<file path="src/rtl/serial_arith_pkg.sv">
// ---------------------------------------------------------------------------
// serial_arith_pkg
// Shared definitions for the bit-serial gate-level arithmetic blocks:
//   - FSM state encoding used by the serial adder/subtractor controllers
//   - default operand width
//   - a gate-level ripple incrementer for the bit counters, so that no
//     behavioural '+' appears anywhere in the arithmetic set
// ---------------------------------------------------------------------------
package serial_arith_pkg;

    typedef enum logic [1:0] {
        ST_IDLE = 2'd0,
        ST_RUN  = 2'd1,
        ST_DONE = 2'd2
    } state_t;

    localparam int DEFAULT_WIDTH = 8;

    // Ripple incrementer built from XOR/AND: bit i toggles when all lower
    // bits are one. Callers truncate the result to their counter width.
    function automatic logic [31:0] incr32(input logic [31:0] x);
        logic [31:0] r;
        logic        c;
        r = '0;
        c = 1'b1;
        for (int i = 0; i < 32; i++) begin
            r[i] = x[i] ^ c;
            c    = c & x[i];
        end
        return r;
    endfunction

endpackage

</file>
<file path="src/rtl/fa_cell_nand.sv">
// ---------------------------------------------------------------------------
// fa_cell_nand
// One-bit full adder built from nine two-input NAND gates.
// Ports:
//   x, y  in   operand bits
//   ci    in   carry in
//   s     out  sum bit      = x ^ y ^ ci
//   co    out  carry out    = maj(x, y, ci)
// ---------------------------------------------------------------------------
module fa_cell_nand (
    input  logic x,
    input  logic y,
    input  logic ci,
    output logic s,
    output logic co
);

    logic n1, n2, n3, h, n5, n6, n7;

    // First half adder: h = x ^ y, n1 = ~(x & y)
    nand g1 (n1, x,  y);
    nand g2 (n2, x,  n1);
    nand g3 (n3, y,  n1);
    nand g4 (h,  n2, n3);

    // Second half adder: s = h ^ ci, n5 = ~(h & ci)
    nand g5 (n5, h,  ci);
    nand g6 (n6, h,  n5);
    nand g7 (n7, ci, n5);
    nand g8 (s,  n6, n7);

    // co = (x & y) | (h & ci), both terms already available inverted
    nand g9 (co, n5, n1);

endmodule

</file>
<file path="src/rtl/serial_adder_nand.sv">
// ---------------------------------------------------------------------------
// serial_adder_nand
// Bit-serial unsigned adder: operands are captured on start and added LSB
// first through a single NAND-only full-adder cell, one bit per clock, with
// the carry held in a flop between bits. Result is (a + b + cin) mod 2^WIDTH
// plus the carry out of the MSB.
//
// State table:
//   state   | meaning
//   --------+-----------------------------------------------------------
//   ST_IDLE | waiting for start; result registers hold the last answer
//   ST_RUN  | one bit per cycle through the full-adder cell, busy=1
//   ST_DONE | done=1 for one cycle; a start here is accepted immediately
//
// Ports:
//   clk    in   rising-edge clock
//   rst    in   asynchronous active-high reset
//   start  in   request pulse, sampled only when not busy
//   a, b   in   WIDTH-bit operands, sampled on accepted start
//   cin    in   carry in, sampled on accepted start
//   busy   out  high while bits are being processed
//   done   out  one-cycle pulse when sum/cout become valid
//   sum    out  registered WIDTH-bit result
//   cout   out  registered carry out of the MSB
// ---------------------------------------------------------------------------
module serial_adder_nand
    import serial_arith_pkg::*;
#(
    parameter int WIDTH = DEFAULT_WIDTH
) (
    input  logic             clk,
    input  logic             rst,
    input  logic             start,
    input  logic [WIDTH-1:0] a,
    input  logic [WIDTH-1:0] b,
    input  logic             cin,
    output logic             busy,
    output logic             done,
    output logic [WIDTH-1:0] sum,
    output logic             cout
);

    localparam int CNT_W = (WIDTH > 1) ? $clog2(WIDTH) : 1;
    localparam logic [CNT_W-1:0] LAST_BIT = CNT_W'(WIDTH - 1);

    state_t             state_q,  state_d;
    logic [WIDTH-1:0]   a_sr_q,   a_sr_d;
    logic [WIDTH-1:0]   b_sr_q,   b_sr_d;
    logic [WIDTH-1:0]   sum_sr_q, sum_sr_d;
    logic               carry_q,  carry_d;
    logic [CNT_W-1:0]   count_q,  count_d;
    logic               busy_q,   busy_d;
    logic               done_q,   done_d;
    logic [WIDTH-1:0]   sum_q,    sum_d;
    logic               cout_q,   cout_d;

    logic fa_s;
    logic fa_co;

    fa_cell_nand u_fa (
        .x  (a_sr_q[0]),
        .y  (b_sr_q[0]),
        .ci (carry_q),
        .s  (fa_s),
        .co (fa_co)
    );

    always_comb begin
        state_d  = state_q;
        a_sr_d   = a_sr_q;
        b_sr_d   = b_sr_q;
        sum_sr_d = sum_sr_q;
        carry_d  = carry_q;
        count_d  = count_q;
        busy_d   = busy_q;
        done_d   = 1'b0;
        sum_d    = sum_q;
        cout_d   = cout_q;

        unique case (state_q)
            ST_IDLE, ST_DONE: begin
                busy_d = 1'b0;
                if (start) begin
                    a_sr_d   = a;
                    b_sr_d   = b;
                    sum_sr_d = '0;
                    carry_d  = cin;
                    count_d  = '0;
                    busy_d   = 1'b1;
                    state_d  = ST_RUN;
                end else begin
                    state_d  = ST_IDLE;
                end
            end

            ST_RUN: begin
                // Sum bits enter at the MSB so that after WIDTH shifts the
                // first (LSB) result bit has reached position 0.
                carry_d  = fa_co;
                sum_sr_d = {fa_s, sum_sr_q[WIDTH-1:1]};
                a_sr_d   = a_sr_q >> 1;
                b_sr_d   = b_sr_q >> 1;
                count_d  = CNT_W'(incr32(32'(count_q)));
                if (count_q == LAST_BIT) begin
                    sum_d   = sum_sr_d;
                    cout_d  = fa_co;
                    busy_d  = 1'b0;
                    done_d  = 1'b1;
                    state_d = ST_DONE;
                end
            end

            default: begin
                busy_d  = 1'b0;
                state_d = ST_IDLE;
            end
        endcase
    end

    always_ff @(posedge clk or posedge rst) begin
        if (rst) begin
            state_q  <= ST_IDLE;
            a_sr_q   <= '0;
            b_sr_q   <= '0;
            sum_sr_q <= '0;
            carry_q  <= 1'b0;
            count_q  <= '0;
            busy_q   <= 1'b0;
            done_q   <= 1'b0;
            sum_q    <= '0;
            cout_q   <= 1'b0;
        end else begin
            state_q  <= state_d;
            a_sr_q   <= a_sr_d;
            b_sr_q   <= b_sr_d;
            sum_sr_q <= sum_sr_d;
            carry_q  <= carry_d;
            count_q  <= count_d;
            busy_q   <= busy_d;
            done_q   <= done_d;
            sum_q    <= sum_d;
            cout_q   <= cout_d;
        end
    end

    assign busy = busy_q;
    assign done = done_q;
    assign sum  = sum_q;
    assign cout = cout_q;

endmodule

</file>
<file path="config.mk">
export PLATFORM = sky130hd
export DESIGN_NAME = serial_adder_nand
export DESIGN_NICKNAME = d
export VERILOG_FILES = /design/src/rtl/serial_arith_pkg.sv /design/src/rtl/fa_cell_nand.sv /design/src/rtl/serial_adder_nand.sv
export SDC_FILE = /design/constraint.sdc
export NUM_CORES = 1
export LEC_CHECK = 0
export CORE_ASPECT_RATIO = 0.5
export CORE_MARGIN = 4
export CORE_UTILIZATION = 51
export CTS_CLUSTER_SIZE = 28
export DETAILED_ROUTE_END_ITERATION = 8
export GPL_TIMING_DRIVEN = 0
export PLACE_DENSITY = 0.78
export SLEW_MARGIN = 0
export SYNTH_ARGS = -nofsm -noshare
export SYNTH_HDL_FRONTEND = slang
export SYNTH_SLANG_ARGS = --single-unit
</file>
<file path="constraint.sdc">
create_clock -name clk -period 1.7 [get_ports clk]
set_input_delay 0.34 -clock clk [delete_from_list [all_inputs] [get_ports clk]]
set_output_delay 0.34 -clock clk [all_outputs]
set_load 0.005 [all_outputs]
</file>
# Word level (Yosys, flattened, before mapping)
# Cells that the tools add are included.
dict set report totals {
  reg_bits 41
  latchBits 0
  ramBits 0
  rom_bits 0
  in_bits 20
  wordCells 60
  n_memories 0
}
dict set report op_classes {
  add_sub_neg 0
  multipliers 0
  div_mod_pow 0
  magnitude_cmp 0
  eq_ne 5
  shift 0
  muxes 18
  bitwise_logic 22
  reduce_logical 5
}
# op count
set ops {}
lappend ops {{$pmux W8 S2} 3}
lappend ops {{$mux W8} 3}
lappend ops {{$and A1 B1 Y1} 10}
lappend ops {{$not A1 Y1} 10}
lappend ops {{$mux W1} 6}
lappend ops {{$pmux W3 S2} 1}
lappend ops {{$ne A2 B2 Y1 const B} 2}
lappend ops {{$pmux W1 S2} 2}
lappend ops {{$pmux W2 S2} 1}
lappend ops {{$reduce_and A2 Y1} 2}
lappend ops {{$eq A3 B3 Y1 const B} 1}
lappend ops {{$mux W3} 1}
lappend ops {{$eq A2 B1 Y1 const B} 1}
lappend ops {{$eq A2 B2 Y1 const B} 1}
lappend ops {{$logic_not A2 Y1} 1}
lappend ops {{$mux W2} 1}
lappend ops {{$reduce_bool A2 Y1} 1}
lappend ops {{$reduce_or A2 Y1} 1}
lappend ops {{$xor A1 B1 Y1} 2}

# Logic depth before layout (Yosys ltp)
# Gate-level depths: netlist of run 1.
dict set report logic_depth {
  word_depth 13
  mapped_depth 6
  ltp_nobuf 5
}

# By module
# Synthesis of run 1 repeated with hierarchy kept, for this count alone.
dict set report hier_totals {
  cells_unflattened 144
  area_unflattened_um2 1790.5
}
# mod n_inst cells_per_inst area_per_inst_um2 seq_area_each_um2
set by_module_without_submodules {}
lappend by_module_without_submodules {serial_adder_nand 1 143 1770.4 1001.0}
lappend by_module_without_submodules {fa_cell_nand 1 1 20.0 0.0}

# Worst setup path after synthesis of run 1
# Ideal clock, no wire load.
dict set report synth_path {
  path_type {reg-to-reg}
  from {reg count_q[0]}
  to {reg cout_q (netlist: cout)}
  setup_ns 0.125
  arrival_ns 1.272
  path_slack_ns 0.303
  stages_incl_launch_ff 6
  synth_period_minus_slack_ns 1.397
  cell_sequence {dfrtp_1 -> ha_1 -> ha_1 -> nand2_4 -> buf_6 -> mux2_4}
}
dict set report synth_between {
  elab_chain_len 2
}
# item line
set synth_rtl {}
lappend synth_rtl {{start: declaration} serial_adder_nand.sv:51} ;# logic [CNT_W-1:0] count_q, count_d;
lappend synth_rtl {{start signal: assignment} serial_adder_nand.sv:138} ;# count_q <= count_d;
lappend synth_rtl {{$eq A3 B3 Y1} serial_adder_nand.sv:104} ;# if (count_q == LAST_BIT) begin
lappend synth_rtl {{$reduce_and A2 Y1 (no line)} n/a}
lappend synth_rtl {{end signal: assignment} serial_adder_nand.sv:142} ;# cout_q <= cout_d;
lappend synth_rtl {{end: declaration} serial_adder_nand.sv:55} ;# logic cout_q, cout_d;
# Every way passes these cells.
# A chain may end at the register's enable or synchronous reset.

==> summary.txt, run 1 <==
Final layout
  – Fill count: ~230
  – Cell Count, Final, Fillers Out: about 210
  – ANT cells: 0
  – Area growth, synth to finish: 27.97%
  – Share of post-route cells with drive strength above 1: between 15 and 20%
  – Nets: 196

Synthesis
  – Syn_area_per_cell: between 10 and 15 um2
  – Post-Synth Simple-Gate Area: roughly 4.7%
  – Number of distinct library cells after synthesis: 22
  – Mux share of post-synthesis cell area: between 10% and 20%
  – Largest family of logic cells by synthesized area: compound AO/OA/AOI/OAI gates
  – Yosys top cell by area: dfrtp_1
  – Most frequent cell after synthesis: dfrtp_1
  – Yosys reg bits: 39
  – Synth Flop Type: dfrtp_1
  – Yosys warns: 0
  – Post-Syn Area: around 1700 um2
  – Synth top cells by count: dfrtp_1 (39), a21oi_1 (15), inv_1 (14)
  – Synth Area in Compound Gates: between 10% and 20%
  – Adder-Cell Fraction of Synth Area: under 10%
  – Post-synthesis sequential area ratio: 57.86%
  – Syn Inst Count: around 140
  – Synth top area cells: dfrtp_1 (58%), mux2_4 (7.1%), a22o_1 (5.7%), a21oi_1 (4.5%), o22ai_1 (4.1%)
  – Number of flops mapped to enable cells by yosys: 0
  – XOR/XNOR Fraction of Synth Area: 0%
  – Async set-or-reset flop fraction in the synthesized netlist: between 90% and 100%
  – Share of the synthesized area in the top cell type: approximately 58%
  – Syn nets: about 160

Detailed routing
  – WL/cell: 14.81 um
  – ANT nets after route: 0
  – DRC violations left: 0
  – Avg Vias per Cell: around 5.3
  – TritonRoute pass-1 iters: 4
  – Post-Route WL: approximately 3200 um
  – Vias: 1140
  – Drt first-iter violations: 30

Critical path
  – Crit-path cells: clkdlybuf4s50_1
  – Critical Path Stages: 1
  – Worst EP arrival: roughly 1.3 ns
  – Slowest-stage cell, CP: clkdlybuf4s50_1
  – Largest stage delay on the critical path: approximately 0.54 ns
  – Reg2reg path depth: 5
  – CP Max Fanout: 9
  – Crit path capture: busy
  – Worst Path Required: around 1.4 ns
  – FF-to-FF Start: state_q[0]
  – Worst path bufs/invs: 1
  – CP startpoint kind: flop
  – Critical path origin: state_q[0]
  – Worst flop-to-flop path endpoint: sum[7]
  – CP endpoint kind: output pin
  – Critical path's top delay family: buffers and inverters
  – Crit Path Class: reg -> out
  – Reg2reg setup slack: 0.22 ns

Clocking
  – Root Buffer: clkbuf_8
  – CTS Buffer Depth: 2
  – Cts bufs inserted: 5
  – Postcts setup bufs: 0
  – Clk sinks: 39
  – H-tree levels: 2
  – Worst-path clk slew: about 0.080 ns
  – Worst skew pair latency: between 0.2 and 0.3 ns
  – CTS tree: yes

Timing
  – Setup Viol. Count Final: 0
  – Final Worst Setup Slack: slightly above 0.08 ns
  – Rel. slew slack: ~48%
  – Peak Freq: just over 600 MHz
  – Final Slew Violations: 0
  – Worst-margin pin slew: just under 0.8 ns
  – RSZ-0062 raised after global routing: false
  – Final Skew: ~0.0054 ns
  – Final period util: 95.23%
  – Final Critical Period: around 1.6 ns
  – Hold Violations, Final: 0

Place
  – I/O Buffers: 30
  – Post-place setup slack: -0.2920 ns
  – Routability cong.: around 0.76
  – Hpwl dp: 2158 um
  – Inst Count DP: around 210

Floorplan
  – Die X: about 89 um
  – Chip height: a little under 50 um
  – Initial core utilization: a little over half
  – Core Rows: 14
  – Core box area: between 3000 and 4000 um2
  – # IOs: 31
  – Die area: between 4000 and 5000 um2

GRT
  – Vias in the first global route: 1142
  – Largest net degree at the start of global routing: 40
  – Overflow after GRT: 0
  – Overall Global Routing Usage: roughly 17%
  – Initial antenna violation count: 0
  – Global-route wire length before repair: about 5500 um

Worst hold path
  – Worst hold path type: reg -> reg
  – Hold Crit Depth: 1

Status
  – Status: complete, no violations

Power and ir drop
  – Maximum vdd drop: about 0.0009 V
  – PwrDens: between 1500 and 2000 nW/um2
  – Pleak: just over 1 nW

Job
  – Max-cap viol count: 0
[flip-flops by register name, summed over array words and instances (netlist names)]
signal / count
a_sr_q: 8
b_sr_q: 8
carry_q: 1
count_q: 3
cout: 1
done: 1
state_q: 2
sum: 8
sum_sr_q: 7
[worst min-delay path by stage]
stage	from	to	slack, ns
floorplan	count_q[1]	count_q[1]	0.47
global placement	count_q[1]	count_q[1]	0.49
detailed placement	sum[2]	sum[2]	0.49
CTS	sum[2]	sum[2]	0.52
global route	sum[3]	sum[3]	0.53
finish	sum[2]	sum[2]	0.51
[layout by cell type (no fill, tap or decap), drive strengths merged, types with 2 or more instances in the layout]
| master | n |
|---|---|
| nand2 | 3 |
| inv | 14 |
| nor2 | 2 |
| nand2b | 2 |
| clkdlybuf4s50 | 30 |
| mux2i | 4 |
| a21oi | 15 |
| o22ai | 11 |
| buf | 5 |
| ha | 2 |
| mux2 | 12 |
| a22o | 11 |
| a211oi | 4 |
| dfrtp | 39 |
| clkbuf | 10 |
| nor2b | 6 |
[area by class of cell]
| type | count | area [um2] | area share, % |
|---|---|---|---|
| buffer | 9 | 53.80 | 2.493 |
| clock buffer | 6 | 82.58 | 3.826 |
| clock inverter | 2 | 35.03 | 1.623 |
| inverter | 14 | 52.55 | 2.435 |
| multi-input combinational | 74 | 606.8 | 28.12 |
| sequential | 39 | 977.2 | 45.28 |
| tap | 40 | 50.05 | 2.319 |
| timing repair buffer | 30 | 300.3 | 13.91 |
[what timing repair did]
item	4_1_cts	5_1_grt
setup endpoints to repair	1	3
resized for setup	1	3
hold buffers	0	0
endpoints found under the hold margin	0	0
[metrics by stage]
stage / total power (W) / hold slack (ns) / util (%) / setup TNS [ns] / cell area (um2)
floorplan: 0.002522 / 0.4698 / - / 0 / 1687
global placement: 0.002937 / 0.4880 / 66.07 / -14.66 / 2037
detailed placement: 0.003008 / 0.4935 / 66.07 / -2.666 / 2037
CTS: 0.003822 / 0.5163 / 69.93 / 0 / 2156
global route: 0.004067 / 0.5260 / 70.01 / 0 / 2158
finish: 0.003791 / 0.5114 / 70.01 / 0 / 2158
[metal layers]
layer / track usage (%) / vias up / wire (um)
met5: 0 / - / 0
met4: 5.198 / 0 / 19
met3: 5.593 / 4 / 141
met2: 25.31 / 23 / 1498
met1: 22.19 / 562 / 1511
li1: - / 551 / -
[report_power, final]
| part | internal (W) | leakage [nW] | switching [W] |
|---|---|---|---|
| logic | 0.000809 | 0.495 | 0.000587 |
| registers | 0.00133 | 0.480 | 0.000271 |
| clock network | 0.000475 | 0.0612 | 0.000316 |
[logic make-up (layout without fill, tap and decap cells)]
group | count (synthesis) | in the layout
compound gates | 42 | 42
simple gates | 13 | 13
flops | 39 | 39
mux | 16 | 16
buf+inv | 23 | 61
fa+ha+maj | 3 | 3
No activity file was read; power rests on OpenSTA's default activity.
==> run 2: changes to the inputs <==
--- a/config.mk
+++ b/config.mk
@@ -5,9 +5,10 @@
 export SDC_FILE = /design/constraint.sdc
 export NUM_CORES = 1
 export LEC_CHECK = 0
+export ABC_AREA = 1
 export CORE_ASPECT_RATIO = 0.5
 export CORE_MARGIN = 4
-export CORE_UTILIZATION = 51
+export CORE_UTILIZATION = 52
 export CTS_CLUSTER_SIZE = 28
 export DETAILED_ROUTE_END_ITERATION = 8
 export GPL_TIMING_DRIVEN = 0
==> run 2 against run 1 <==
  * Sequential power hardly changed
  * Register-to-register slack better by 0.11 ns
  * Die area is 9.0% higher
  * Sequential share of layout area is 4.2 points lower
  * Global-route usage is 1.0 points higher
  * Core utilization is 1.6 points lower
  * Non-clock buffer count stayed put
==> summary.txt, run 2 <==
Critical path
  – Crit-path cells: clkdlybuf4s50_1 (unchanged)
  – Worst path bufs/invs: 1 (unchanged)
  – Crit Path Class: reg -> out (unchanged)
  – Slowest-stage cell, CP: clkdlybuf4s50_1 (unchanged)
  – CP endpoint kind: output pin (unchanged)
  – Largest stage delay on the critical path: 0.51 ns (was 0.54 ns)
  – Worst EP arrival: 1.17 ns (was 1.28 ns)
  – Reg2reg setup slack: 0.33 ns (was 0.22 ns)
  – CP Max Fanout: 2 (was 9)
  – Critical path's top delay family: buffers and inverters (unchanged)
  – Worst Path Required: 1.36 ns (about the same)
  – CP startpoint kind: flop (unchanged)

Clocking
  – Cts hold-fix bufs: 0 (unchanged)
  – Worst skew pair latency: 0.29 ns (about the same)
  – CTS Buffer Depth: 2 (unchanged)
  – H-tree levels: 2 (unchanged)
  – CTS tree: yes (unchanged)
  – Clk sinks: 39 (unchanged)
  – Cts bufs inserted: 5 (unchanged)
  – Post-CTS Resized: 0 (was 1)
  – Worst-path clk slew: 0.08 ns (about the same)
  – Postcts setup bufs: 0 (unchanged)
  – Root Buffer: clkbuf_8 (unchanged)

Synthesis
  – Yosys warns: 0 (unchanged)
  – Syn Inst Count: 221 (was 136)
  – Post-Syn Area: 1898 um2 (was 1687 um2)
  – Yosys reg bits: 39 (unchanged)
  – Number of distinct library cells after synthesis: 21 (was 22)
  – Async set-or-reset flop fraction in the synthesized netlist: 100.0% (unchanged)
  – Most frequent cell after synthesis: nand2_1 (was dfrtp_1)
  – Synth top cells by count: nand2_1 (71), inv_1 (41), dfrtp_1 (39) (was dfrtp_1 (39), a21oi_1 (15), inv_1 (14))
  – Number of flops mapped to enable cells by yosys: 0 (unchanged)
  – Synth Flop Type: dfrtp_1 (unchanged)
  – Syn_area_per_cell: 8.589 um2 (was 12.40 um2)
  – Syn nets: 244 (was 159)
  – Synth top area cells: dfrtp_1 (51%), nand2_1 (14%), inv_1 (8.1%), nand3_1 (7.9%), o21ai_2 (3.7%) (was dfrtp_1 (58%), mux2_4 (7.1%), a22o_1 (5.7%), a21oi_1 (4.5%), o22ai_1 (4.1%))
  – Yosys top cell by area: dfrtp_1 (unchanged)
  – Share of the synthesized area in the top cell type: 51.42% (was 57.86%)
  – Post-synthesis sequential area ratio: 51.42% (was 57.86%)

Timing
  – Final Worst Setup Slack: 0.1939 ns (was 0.08114 ns)
  – Setup Viol. Count Final: 0 (unchanged)
  – Worst-margin pin slew: 0.8050 ns (was 0.7810 ns)
  – Final Slew Violations: 0 (unchanged)
  – Final Critical Period: 1.506 ns (was 1.619 ns)
  – Hold Violations, Final: 0 (unchanged)
  – Setup TNS: 0 ns (unchanged)
  – Final period util: 88.59% (was 95.23%)
  – Peak Freq: 664.0 MHz (was 617.7 MHz)
  – Rel. slew slack: 46.26% (was 47.86%)
  – RSZ-0062 raised after global routing: false (unchanged)
  – Final Skew: 0.006853 ns (was 0.005408 ns)

Detailed routing
  – TritonRoute pass-1 iters: 4 (unchanged)
  – Post-Route WL: 3664 um (was 3170 um)
  – Vias: 1477 (was 1140)
  – ANT nets after route: 0 (unchanged)
  – DRC violations left: 0 (unchanged)
  – WL/cell: 11.82 um (was 14.81 um)
  – Drt first-iter violations: 109 (was 30)
  – Avg Vias per Cell: 4.765 (was 5.327)

Floorplan
  – Core Rows: 15 (was 14)
  – Die area: 4739 um2 (was 4347 um2)
  – Die X: 93.44 um (was 89.33 um)
  – # IOs: 31 (unchanged)
  – Chip height: 50.72 um (was 48.67 um)
  – Initial core utilization: 54.67% (was 54.71%)
  – Core box area: 3472 um2 (was 3083 um2)

Final layout
  – ANT cells: 0 (unchanged)
  – Cell area after layout: 2375 um2 (was 2158 um2)
  – Most frequent cells in the layout: nand2_1 (71), inv_1 (40), dfrtp_1 (39) (was dfrtp_1 (38), clkdlybuf4s50_1 (30), a21oi_1 (15))
  – Area growth, synth to finish: 25.12% (was 27.97%)
  – Most common cell after layout, fill and taps aside: nand2_1 (was dfrtp_1)
  – Nets: 281 (was 196)
  – Multi-input combinational cell area: 664.4 um2 (was 606.8 um2)
  – Share of post-route cells with drive strength above 1: 13.13% (was 17.82%)
  – Fill count: 276 (was 231)
  – Storage element area: 975.9 um2 (was 977.2 um2)

GRT
  – Vias in the first global route: 1407 (was 1142)
  – Overall Global Routing Usage: 17.57% (was 16.55%)
  – Largest net degree at the start of global routing: 40 (unchanged)
  – Global-route wire length before repair: 6327 um (was 5526 um)
  – Overflow after GRT: 0 (unchanged)
  – Initial antenna violation count: 0 (unchanged)

Status
  – Status: complete, no violations (unchanged)

Power and ir drop
  – PwrDens: 1897 nW/um2 (was 1757 nW/um2)
  – Pleak: 1.262 nW (was 1.036 nW)
  – Clock share of power: 17.1% (was 20.9%)
  – Combinational fraction of design power: 47.8% (was 36.8%)
  – Sequential Power Share: 35.1% (was 42.3%)
  – Maximum vdd drop: 0.0007348 V (was 0.0008986 V)
  – Pint: 0.002752 W (was 0.002617 W)
  – NetSw: 0.001752 W (was 0.001174 W)
  – Sw Share: 38.91% (was 30.96%)
  – Power, Total: 0.004504 W (was 0.003791 W)

Place
  – I/O Buffers: 30 (unchanged)
  – Post-place setup slack: 0.2340 ns (was -0.2920 ns)
  – Hpwl dp: 2566 um (was 2158 um)
  – Routability cong.: 0.7615 (was 0.7614)
  – Post-DP Area: 2262 um2 (was 2037 um2)

Worst hold path
  – Worst hold path type: reg -> reg (unchanged)

Job
  – Max-cap viol count: 0 (unchanged)
run 2: cell types whose count changed after synthesis, sizes merged, moves of 4 or more:
cell    previous run  this run
a22o              11         0
clkbuf             4         0
mux2              12         0
inv               14        44
o21ai              0        18
a211oi             4         0
mux2i              4         0
nand3              0        30
buf                5         9
a21oi             15         1
nor2b              6         0
nand2              3        75
o22ai             11         0
run 2: worst paths after layout:
check	from	end	cells after the start
min in group asynchronous	rst	done	2
worst max-delay path	state_q[0]	busy	1
worst min register to register	b_sr_q[4]	b_sr_q[4]	2
worst min-delay path	b_sr_q[4]	b_sr_q[4]	2
worst max register to register	count_q[0]	sum[7]	6
max in group asynchronous	rst	b_sr_q[3]	2
run 2: worst reg2reg max path: cells and delay by family, from the launching register on:
family                   cells  cell delay (ns)
buffers and inverters        1             0.19
adder cells (fa/ha/maj)      2             0.45
AND/OR/NAND/NOR              3             0.29
flip-flops                   1             0.40
run 2: power groups by stage:
| stage | Clock (W) | Sequential [W] | Combinational, W |
|---|---|---|---|
| floorplan | 0 | 0.00157 | 0.00153 |
| global placement | 0 | 0.00158 | 0.00208 |
| detailed placement | 0 | 0.00160 | 0.00215 |
| CTS | 0.000790 | 0.00158 | 0.00217 |
| global route | 0.000842 | 0.00164 | 0.00241 |
| finish | 0.000771 | 0.00158 | 0.00215 |
run 2: area by class of cell:
type / count / area share, %
multi-input combinational: 129 / 27.98
clock buffer: 5 / 2.898
timing repair buffer: 30 / 12.64
inverter: 44 / 7.271
tap: 51 / 2.687
clock inverter: 3 / 1.844
sequential: 39 / 41.10
buffer: 9 / 3.583
run 2: metrics by stage:
step | hold slack, ns | util, % | cells
6_report | 0.4824 | 68.40 | 310
5_1_grt | 0.4965 | 68.40 | 310
4_1_cts | 0.4857 | 68.40 | 310
3_5_place_dp | 0.4642 | 65.15 | 302
3_3_place_gp | 0.4594 | 65.15 | 302
2_1_floorplan | 0.4458 | - | 221
run 2: routing by layer:
metal / track usage [%] / vias up / routed length [um]
li1: - / 743 / -
met1: 22.05 / 697 / 1716
met2: 29.11 / 32 / 1715
met3: 4.940 / 5 / 194
met4: 6.569 / 0 / 38
met5: 0 / - / 0
run 2: logic make-up after synthesis:
kind of cell	synth area share, %
adders and majority gates	2.373
AOI/OAI and AO/OA	6.592
buffers and inverters	13.58
DFF	51.42
and+or+nand+nor	26.04
